==> src/rtl/dec_key_encoder_v_if.sv <==
// dec_key_encoder_v_if: BCD event output bus with valid/ready handshake and overrun flag
interface dec_key_encoder_v_if;
    logic [3:0] o_bcd;
    logic       o_valid;
    logic       o_multi;
    logic       o_overrun;
    logic       i_ready;
    modport master (output o_bcd, o_valid, o_multi, o_overrun, input i_ready);
    modport slave  (input o_bcd, o_valid, o_multi, o_overrun, output i_ready);
endinterface

==> src/rtl/dec_key_encoder_v.sv <==
// dec_key_encoder_v: synchronizes, debounces and priority-encodes ten active-low decimal lines into one BCD event per press
module dec_key_encoder_v #(
    parameter int DEBOUNCE_CYCLES = 4
) (
    input  logic                i_clk,
    input  logic                i_n_rst,
    input  logic [9:0]          i_n_key,
    input  logic                i_en,
    dec_key_encoder_v_if.master bus
);
    localparam logic [1:0] ST_IDLE     = 2'd0;
    localparam logic [1:0] ST_DEBOUNCE = 2'd1;
    localparam logic [1:0] ST_PRESSED  = 2'd2;
    localparam logic [1:0] ST_RELEASE  = 2'd3;
    localparam logic [7:0] CNT_LAST    = 8'(DEBOUNCE_CYCLES - 1);
    logic [9:0] r_sync1, r_sync2;
    logic [1:0] r_state;
    logic [7:0] r_cnt;
    logic [3:0] r_cand;
    logic [3:0] r_bcd;
    logic       r_valid, r_multi, r_overrun;
    logic [9:0] w_k;
    logic [3:0] w_enc;
    logic       w_any, w_multi, w_emit, w_xfer, w_load;
    assign w_k     = ~r_sync2;
    assign w_any   = |w_k;
    // clearing the lowest set bit leaves something only if two or more were set
    assign w_multi = |(w_k & (w_k - 10'd1));
    always_comb begin
        w_enc = 4'd0;
        for (int i = 0; i < 10; i++)
            if (w_k[i]) w_enc = 4'(i);
    end
    assign w_emit = i_en && r_state == ST_DEBOUNCE && w_any && w_enc == r_cand && r_cnt == CNT_LAST;
    assign w_xfer = r_valid & bus.i_ready;
    assign w_load = w_emit & (~r_valid | w_xfer);
    always_ff @(posedge i_clk or negedge i_n_rst) begin
        if (!i_n_rst) begin
            r_sync1 <= 10'h3FF;
            r_sync2 <= 10'h3FF;
        end else begin
            r_sync1 <= i_n_key;
            r_sync2 <= r_sync1;
        end
    end
    always_ff @(posedge i_clk or negedge i_n_rst) begin
        if (!i_n_rst) begin
            r_state <= ST_IDLE;
            r_cnt   <= 8'd0;
            r_cand  <= 4'd0;
        end else if (!i_en) begin
            r_state <= ST_IDLE;
            r_cnt   <= 8'd0;
        end else begin
            case (r_state)
                ST_IDLE:
                    if (w_any) begin
                        r_cand  <= w_enc;
                        r_cnt   <= 8'd0;
                        r_state <= ST_DEBOUNCE;
                    end
                ST_DEBOUNCE:
                    if (!w_any) r_state <= ST_IDLE;
                    else if (w_enc != r_cand) begin
                        r_cand <= w_enc;
                        r_cnt  <= 8'd0;
                    end else if (r_cnt == CNT_LAST) r_state <= ST_PRESSED;
                    else r_cnt <= r_cnt + 8'd1;
                ST_PRESSED:
                    if (!w_any) begin
                        r_cnt   <= 8'd0;
                        r_state <= ST_RELEASE;
                    end
                default:
                    if (w_any) r_state <= ST_PRESSED;
                    else if (r_cnt == CNT_LAST) r_state <= ST_IDLE;
                    else r_cnt <= r_cnt + 8'd1;
            endcase
        end
    end
    always_ff @(posedge i_clk or negedge i_n_rst) begin
        if (!i_n_rst) begin
            r_bcd     <= 4'd0;
            r_multi   <= 1'b0;
            r_valid   <= 1'b0;
            r_overrun <= 1'b0;
        end else begin
            if (w_load) begin
                r_bcd   <= r_cand;
                r_multi <= w_multi;
                r_valid <= 1'b1;
            end else if (w_xfer) r_valid <= 1'b0;
            if (w_emit & r_valid & ~bus.i_ready) r_overrun <= 1'b1;
            else if (w_xfer) r_overrun <= 1'b0;
        end
    end
    assign bus.o_bcd     = r_bcd;
    assign bus.o_multi   = r_multi;
    assign bus.o_valid   = r_valid;
    assign bus.o_overrun = r_overrun;
endmodule
==> src/flat_wrapper.sv <==
// flat-port wrapper written by rule: the top's interface ports become plain ports
module dec_key_encoder_v_flat 
#(
    parameter int DEBOUNCE_CYCLES = 4
)
  (i_clk, i_n_rst, i_n_key, i_en, bus_o_bcd, bus_o_valid, bus_o_multi, bus_o_overrun, bus_i_ready);
  dec_key_encoder_v_if bus_i ();
  input  logic i_clk;
  input  logic i_n_rst;
  input  logic [9:0] i_n_key;
  input  logic i_en;
  output wire logic [$bits(bus_i.o_bcd)-1:0] bus_o_bcd;
  output wire logic [$bits(bus_i.o_valid)-1:0] bus_o_valid;
  output wire logic [$bits(bus_i.o_multi)-1:0] bus_o_multi;
  output wire logic [$bits(bus_i.o_overrun)-1:0] bus_o_overrun;
  input wire logic [$bits(bus_i.i_ready)-1:0] bus_i_ready;
  assign bus_o_bcd = bus_i.o_bcd;
  assign bus_o_valid = bus_i.o_valid;
  assign bus_o_multi = bus_i.o_multi;
  assign bus_o_overrun = bus_i.o_overrun;
  assign bus_i.i_ready = bus_i_ready;
  dec_key_encoder_v #(.DEBOUNCE_CYCLES(DEBOUNCE_CYCLES)) u_core (.i_clk(i_clk), .i_n_rst(i_n_rst), .i_n_key(i_n_key), .i_en(i_en), .bus(bus_i));
endmodule
==> config.mk <==
export PLATFORM = sky130hd
export DESIGN_NAME = dec_key_encoder_v_flat
export DESIGN_NICKNAME = d
export VERILOG_FILES = /design/src/rtl/dec_key_encoder_v_if.sv /design/src/rtl/dec_key_encoder_v.sv /design/src/flat_wrapper.sv
export SDC_FILE = /design/constraint.sdc
export NUM_CORES = 1
export LEC_CHECK = 0
export CAP_MARGIN = 5
export CORE_MARGIN = 3
export CORE_UTILIZATION = 55
export DETAILED_ROUTE_END_ITERATION = 10
export PLACE_DENSITY = 0.78
export SLEW_MARGIN = 40
export SYNTH_ARGS = -nofsm -noshare
export SYNTH_HDL_FRONTEND = slang
export SYNTH_SLANG_ARGS = --single-unit
export TNS_END_PERCENT = 20
==> constraint.sdc <==
create_clock -name i_clk -period 2.5 [get_ports i_clk]
set_clock_uncertainty 0.1 [all_clocks]
set_input_delay 0.375 -clock i_clk [delete_from_list [all_inputs] [get_ports i_clk]]
set_output_delay 0.375 -clock i_clk [all_outputs]
set_load 0.01 [all_outputs]
# ---- Word level (Yosys, flattened, before mapping)
# Index checks and enable logic that the tools add are counted.
dict set report classes {
  add_sub_neg 2
  eq_ne 15
  n_mux 33
  bitwise 9
  reduce_logical 13
}
# cell count
set ops {}
lappend ops {{$mux 8} 7}
lappend ops {{$mux 4} 11}
lappend ops {{$pmux 8 s3} 1}
lappend ops {{$reduce_or 10->1} 2}
lappend ops {{$mux 2} 8}
lappend ops {{$ne 4x4->1 const B} 3}
lappend ops {{$and 10x10->10} 1}
lappend ops {{$not 10->10} 1}
lappend ops {{$reduce_and 5->1} 2}
lappend ops {{$sub 10x1->10 const B} 1}
lappend ops {{$add 8x1->8 const B} 1}
lappend ops {{$eq 8x2->1 const B} 1}
lappend ops {{$pmux 4 s2} 1}
lappend ops {{$ne 3x2->1 const B} 2}
lappend ops {{$pmux 2 s3} 1}
lappend ops {{$reduce_bool 2->1} 3}
lappend ops {{$ne 5x1->1 const B} 1}
lappend ops {{$and 1x1->1} 4}
lappend ops {{$eq 4x4->1} 1}
lappend ops {{$logic_and 1x1->1} 4}
lappend ops {{$mux 1} 4}
lappend ops {{$ne 2x1->1 const B} 2}
lappend ops {{$ne 4x4->1} 1}
lappend ops {{$reduce_and 4->1} 1}
lappend ops {{other kinds (7)} 8}
dict set report totals {
  register_bits 41
  inputBits 14
  out_inout_bits 7
  elab_cells 81
}

# ---- Depth between registers and ports, before layout
dict set report depth {
  ltp_word 16
  depth_mapped 7
  ltp_nobuf 6
}

# ---- Worst setup path before layout
# No wires, ideal clock.
dict set report synth_timing {
  path_kind {reg2reg}
  start {register u_core.r_sync2[6]}
  end {register u_core.r_cnt[0]}
  setup_ps 64
  arrival_time_ps 2123
  required_ps 2336
  slack_ps 213
  path_stages_with_launch 7
  path_cell_list {dfstp_2 -> nand3_1 -> nor3_1 -> mux2i_1 -> inv_1 -> or4_1 -> a21bo_1}
}
dict set report synth_via {
  elab_chain_cells 10
}
# element line_no
set synth_rtl {}
lappend synth_rtl {{start, declared} dec_key_encoder_v.sv:16} ;# logic [9:0] r_sync1, r_sync2;
lappend synth_rtl {{start signal, assigned} dec_key_encoder_v.sv:43} ;# r_sync2 <= r_sync1;
lappend synth_rtl {{$not 10->10 *} dec_key_encoder_v.sv:25} ;# assign w_k = ~r_sync2;
lappend synth_rtl {{$mux 4 (4 in a row)} dec_key_encoder_v.sv:32} ;# if (w_k[i]) w_enc = 4'(i);
lappend synth_rtl {{$ne 4x4->1} dec_key_encoder_v.sv:64} ;# else if (w_enc != r_cand) begin
lappend synth_rtl {{$mux 8} dec_key_encoder_v.sv:64}
lappend synth_rtl {{$mux 8} dec_key_encoder_v.sv:63} ;# if (!w_any) r_state <= ST_IDLE;
lappend synth_rtl {{$pmux 8 s3} dec_key_encoder_v.sv:55} ;# case (r_state)
lappend synth_rtl {{$mux 8} dec_key_encoder_v.sv:51} ;# end else if (!i_en) begin
lappend synth_rtl {{end signal, assigned} dec_key_encoder_v.sv:68} ;# else r_cnt <= r_cnt + 8'd1;
lappend synth_rtl {{end signal, assigned} dec_key_encoder_v.sv:77} ;# else r_cnt <= r_cnt + 8'd1;
lappend synth_rtl {{end, declared} dec_key_encoder_v.sv:18} ;# logic [7:0] r_cnt;
# Every way passes the cells marked *; elsewhere a longest branch is shown, timed or not. The select of a mux whose other input is x is not followed.
# A chain may end at the register's enable or synchronous reset.

# ---- Final worst setup path
dict set report layout_timing {
  start {register u_core.r_sync2[6]}
  end {register u_core.r_multi, in the netlist u_core.bus.o_multi}
}
dict set report layout_via {
  elab_chain_cells 9
}
# element line_no
set layout_rtl {}
lappend layout_rtl {{$not 10->10 *} dec_key_encoder_v.sv:25}
lappend layout_rtl {{branches (longest 8 deep; another with $sub 10x1->10)} -}
lappend layout_rtl {{end signal, assigned} dec_key_encoder_v.sv:90} ;# r_multi <= w_multi;
lappend layout_rtl {{end, declared} dec_key_encoder_v.sv:21} ;# logic r_valid, r_multi, r_overrun;
# Mark *: on every way between the ends.

==> flow_summary.yaml <==
timing:
  finalHoldViolCount: 0
  fmax_ghz: 0.421
  final_max_slew_viol_count: 0
  maxSlewHeadroom_pct: 67.9
  setup_violations: 0
  worstMarginPinSlew_ns: 0.482
  fin_crit_sh_pct: 95.1
  period_needed_ns: 2.38
grt:
  grt_max_degree: 42
  grt_pass1_vias: 1456
  gr-total-overflow: 0
  antenna_found_initial: 0
  grt_pass1_wl_mm: 6.69
  track_usage_pct: 20.7
critical_path:
  r2r_setup_slack_ns: 0.12
  end_kind: "flip-flop"
  worstPathRequired_ns: 2.65
  critPathMaxFanout: 7
  crit_type: "flip-flop to flip-flop"
  r2r_cells: 6
  start_kind: "flip-flop"
  critical_path_arrival_ns: 2.53
logic_synthesis:
  synth_ff_type: "dfrtp_1"
  syn_nets: 183
  yosys.area.top_type: "dfrtp_1"
  synth-seq-cells: 41
  synth.distinct_cells: 47
  syn_area_um2: 1930
  ys_seq_area_share_pct: 54.5
  ys_async_sr_fraction_pct: 100
  ys_top_cells_by_count: "dfrtp_1, dfstp_2, nand2_1"
  synth_edf_count: 0
  avgSynthCellArea_um2: 11.5
  synth_top_area_share_pct: 27.3
  synth_most_common_cell: "dfrtp_1"
  syn_inst: 168
  synthTopCellsByArea: "dfrtp_1, dfstp_2, mux2_2, nand2_1, a32o_1"
  ys.warnings.count: 0
final_layout:
  antenna_cells: 0
  layout-drive-gt1-share_pct: 25.3
  nets: 212
  stdcell_count: 242
  areaGrowthSynthToFinish_pct: 18.0
  finalInstanceArea_um2: 2270
place:
  gp_congestion: 0.869
  placed_area_um2: 2190
  dpl.cell_count: 233
  hpwl_mm: 2.89
  port-buffer-count: 20
power_and_ir_drop:
  leakagePower_nw: 0.994
  p_per_area_nw_per_um2: 534
  peakVddDrop_uv: 353
floorplanning:
  die_w_um: 65.2
  rows: 20
  die-height_um: 65.2
  core_area_um2: 3200
  initial_core_util_pct: 60.2
  pin_count: 21
  die_area_um2: 4250
drt:
  drc: 0
  wl_per_cell_um: 16.1
  vias_per_cell: 6.07
  drt_iter0_markers: 115
  firstDrtPassIters: 4
  antenna_left: 0
  finalWirelength_mm: 3.90
  vias: 1468
clocking:
  ctsRootBufferMaster: "clkbuf_4"
  h-tree-depth: 2
  clk_pin_slew_worst_paths_ns: 0.14
  cts_tree: "yes"
  clock_path_buffers: 2
  clk-insertion-delay-late_ns: 0.36
  cts_setup_buffers: 0
  cts.sinks: 41
  cts_buffers: 5
run_status:
  outcome: "finished clean"
run:
  cap_violations: 0
hold_path:
  holdCritPathClass: "flip-flop to flip-flop"
  hold_depth: 0
==> cells by family after synthesis <==
group	count (synthesis)	share of synthesized area [%]
AND/OR/NAND/NOR	70	21.8
buffers and inverters	7	1.95
AO/OA/AOI/OAI	38	14.9
flip-flops	41	54.5
multiplexers	8	4.61
adder cells (fa/ha/maj)	3	1.69
XOR/XNOR	1	0.455
==> area by class of cell <==
cell class                      count  area (µm²)
Multi-Input combinational cell    120         845
Timing Repair Buffer               26         245
Inverter                            3        11.3
Clock inverter                      3        28.8
Tap cell                           44        55.1
Sequential cell                    41        1050
Clock buffer                        5        37.5
Fill cell                         239         930
==> timing repair <==
item / 4_1_cts / 5_1_grt
resized for setup: 0 / 1
endpoints found under the setup margin: 0 / 12
hold buffers: 0 / 1
hold endpoints to repair: 0 / 21
==> per-stage QoR <==
stage | total power, mW | setup TNS, ns | setup slack (ns) | hold slack [ns] | util [%]
finish | 1.21 | 0 | 0.122 | 0.266 | 71.0
global route | 1.28 | -0.00253 | -0.00180 | 0.259 | 71.0
CTS | 1.22 | 0 | 0.0599 | 0.0298 | 70.4
detailed placement | 0.859 | 0 | 0.0884 | 0.247 | 68.3
global placement | 0.851 | 0 | 0.190 | 0.246 | 68.3
floorplan | 0.804 | 0 | 0.213 | -0.0206 | -
==> sequential cells by signal, indices dropped and copies added, names as in the netlist <==
signal	cells
u_core.bus.o_overrun	1
u_core.r_state	2
u_core.r_sync1	10
u_core.r_sync2	10
u_core.r_cnt	8
u_core.r_cand	4
u_core.bus.o_multi	1
u_core.bus.o_valid	1
u_core.bus.o_bcd	4
==> critical path: stages, from the launching register on <==
cell and delay [ns]:
dfstp_2 0.62, and3_2 0.22, o21ai_0 0.13, a21boi_0 0.29
o22a_1 0.26, nand4_1 0.27, mux2_2 0.37
==> power breakdown <==
group	internal, mW	switching (mW)	total (mW)
registers	0.701	0.0264	0.728
clock network	0.124	0.239	0.362
logic	0.0594	0.0643	0.124
total	0.885	0.329	1.21
==> layout by cell type, fill, tap and decap left out, drive strengths merged, types with 5 or more instances in the layout <==
| cell type | count |
|---|---|
| dfrtp | 21 |
| o31ai | 6 |
| a32o | 5 |
| buf | 6 |
| clkdlybuf4s50 | 19 |
| nor2b | 5 |
| clkbuf | 5 |
| mux2 | 7 |
| nor3 | 7 |
| dfstp | 20 |
| nor2 | 11 |
| and3 | 7 |
| inv | 6 |
| nand2 | 14 |
==> metal layers <==
layer  GRT usage, %  routed length (µm)
met1           25.1                1660
met2           35.4                1990
met3           6.15                 218
met4           6.22                  30
met5              0                   0
==> final timing paths <==
path | to | startpoint
max | u_core.bus.o_multi | u_core.r_sync2[6]
min | u_core.r_sync2[0] | u_core.r_sync1[0]
max reg2reg | u_core.bus.o_multi | u_core.r_sync2[6]
min reg2reg | u_core.r_sync2[0] | u_core.r_sync1[0]
max in group asynchronous | u_core.r_sync1[7] | i_n_rst
min in group asynchronous | u_core.bus.o_bcd[3] | i_n_rst
No activity file was read; power rests on OpenSTA's default activity.
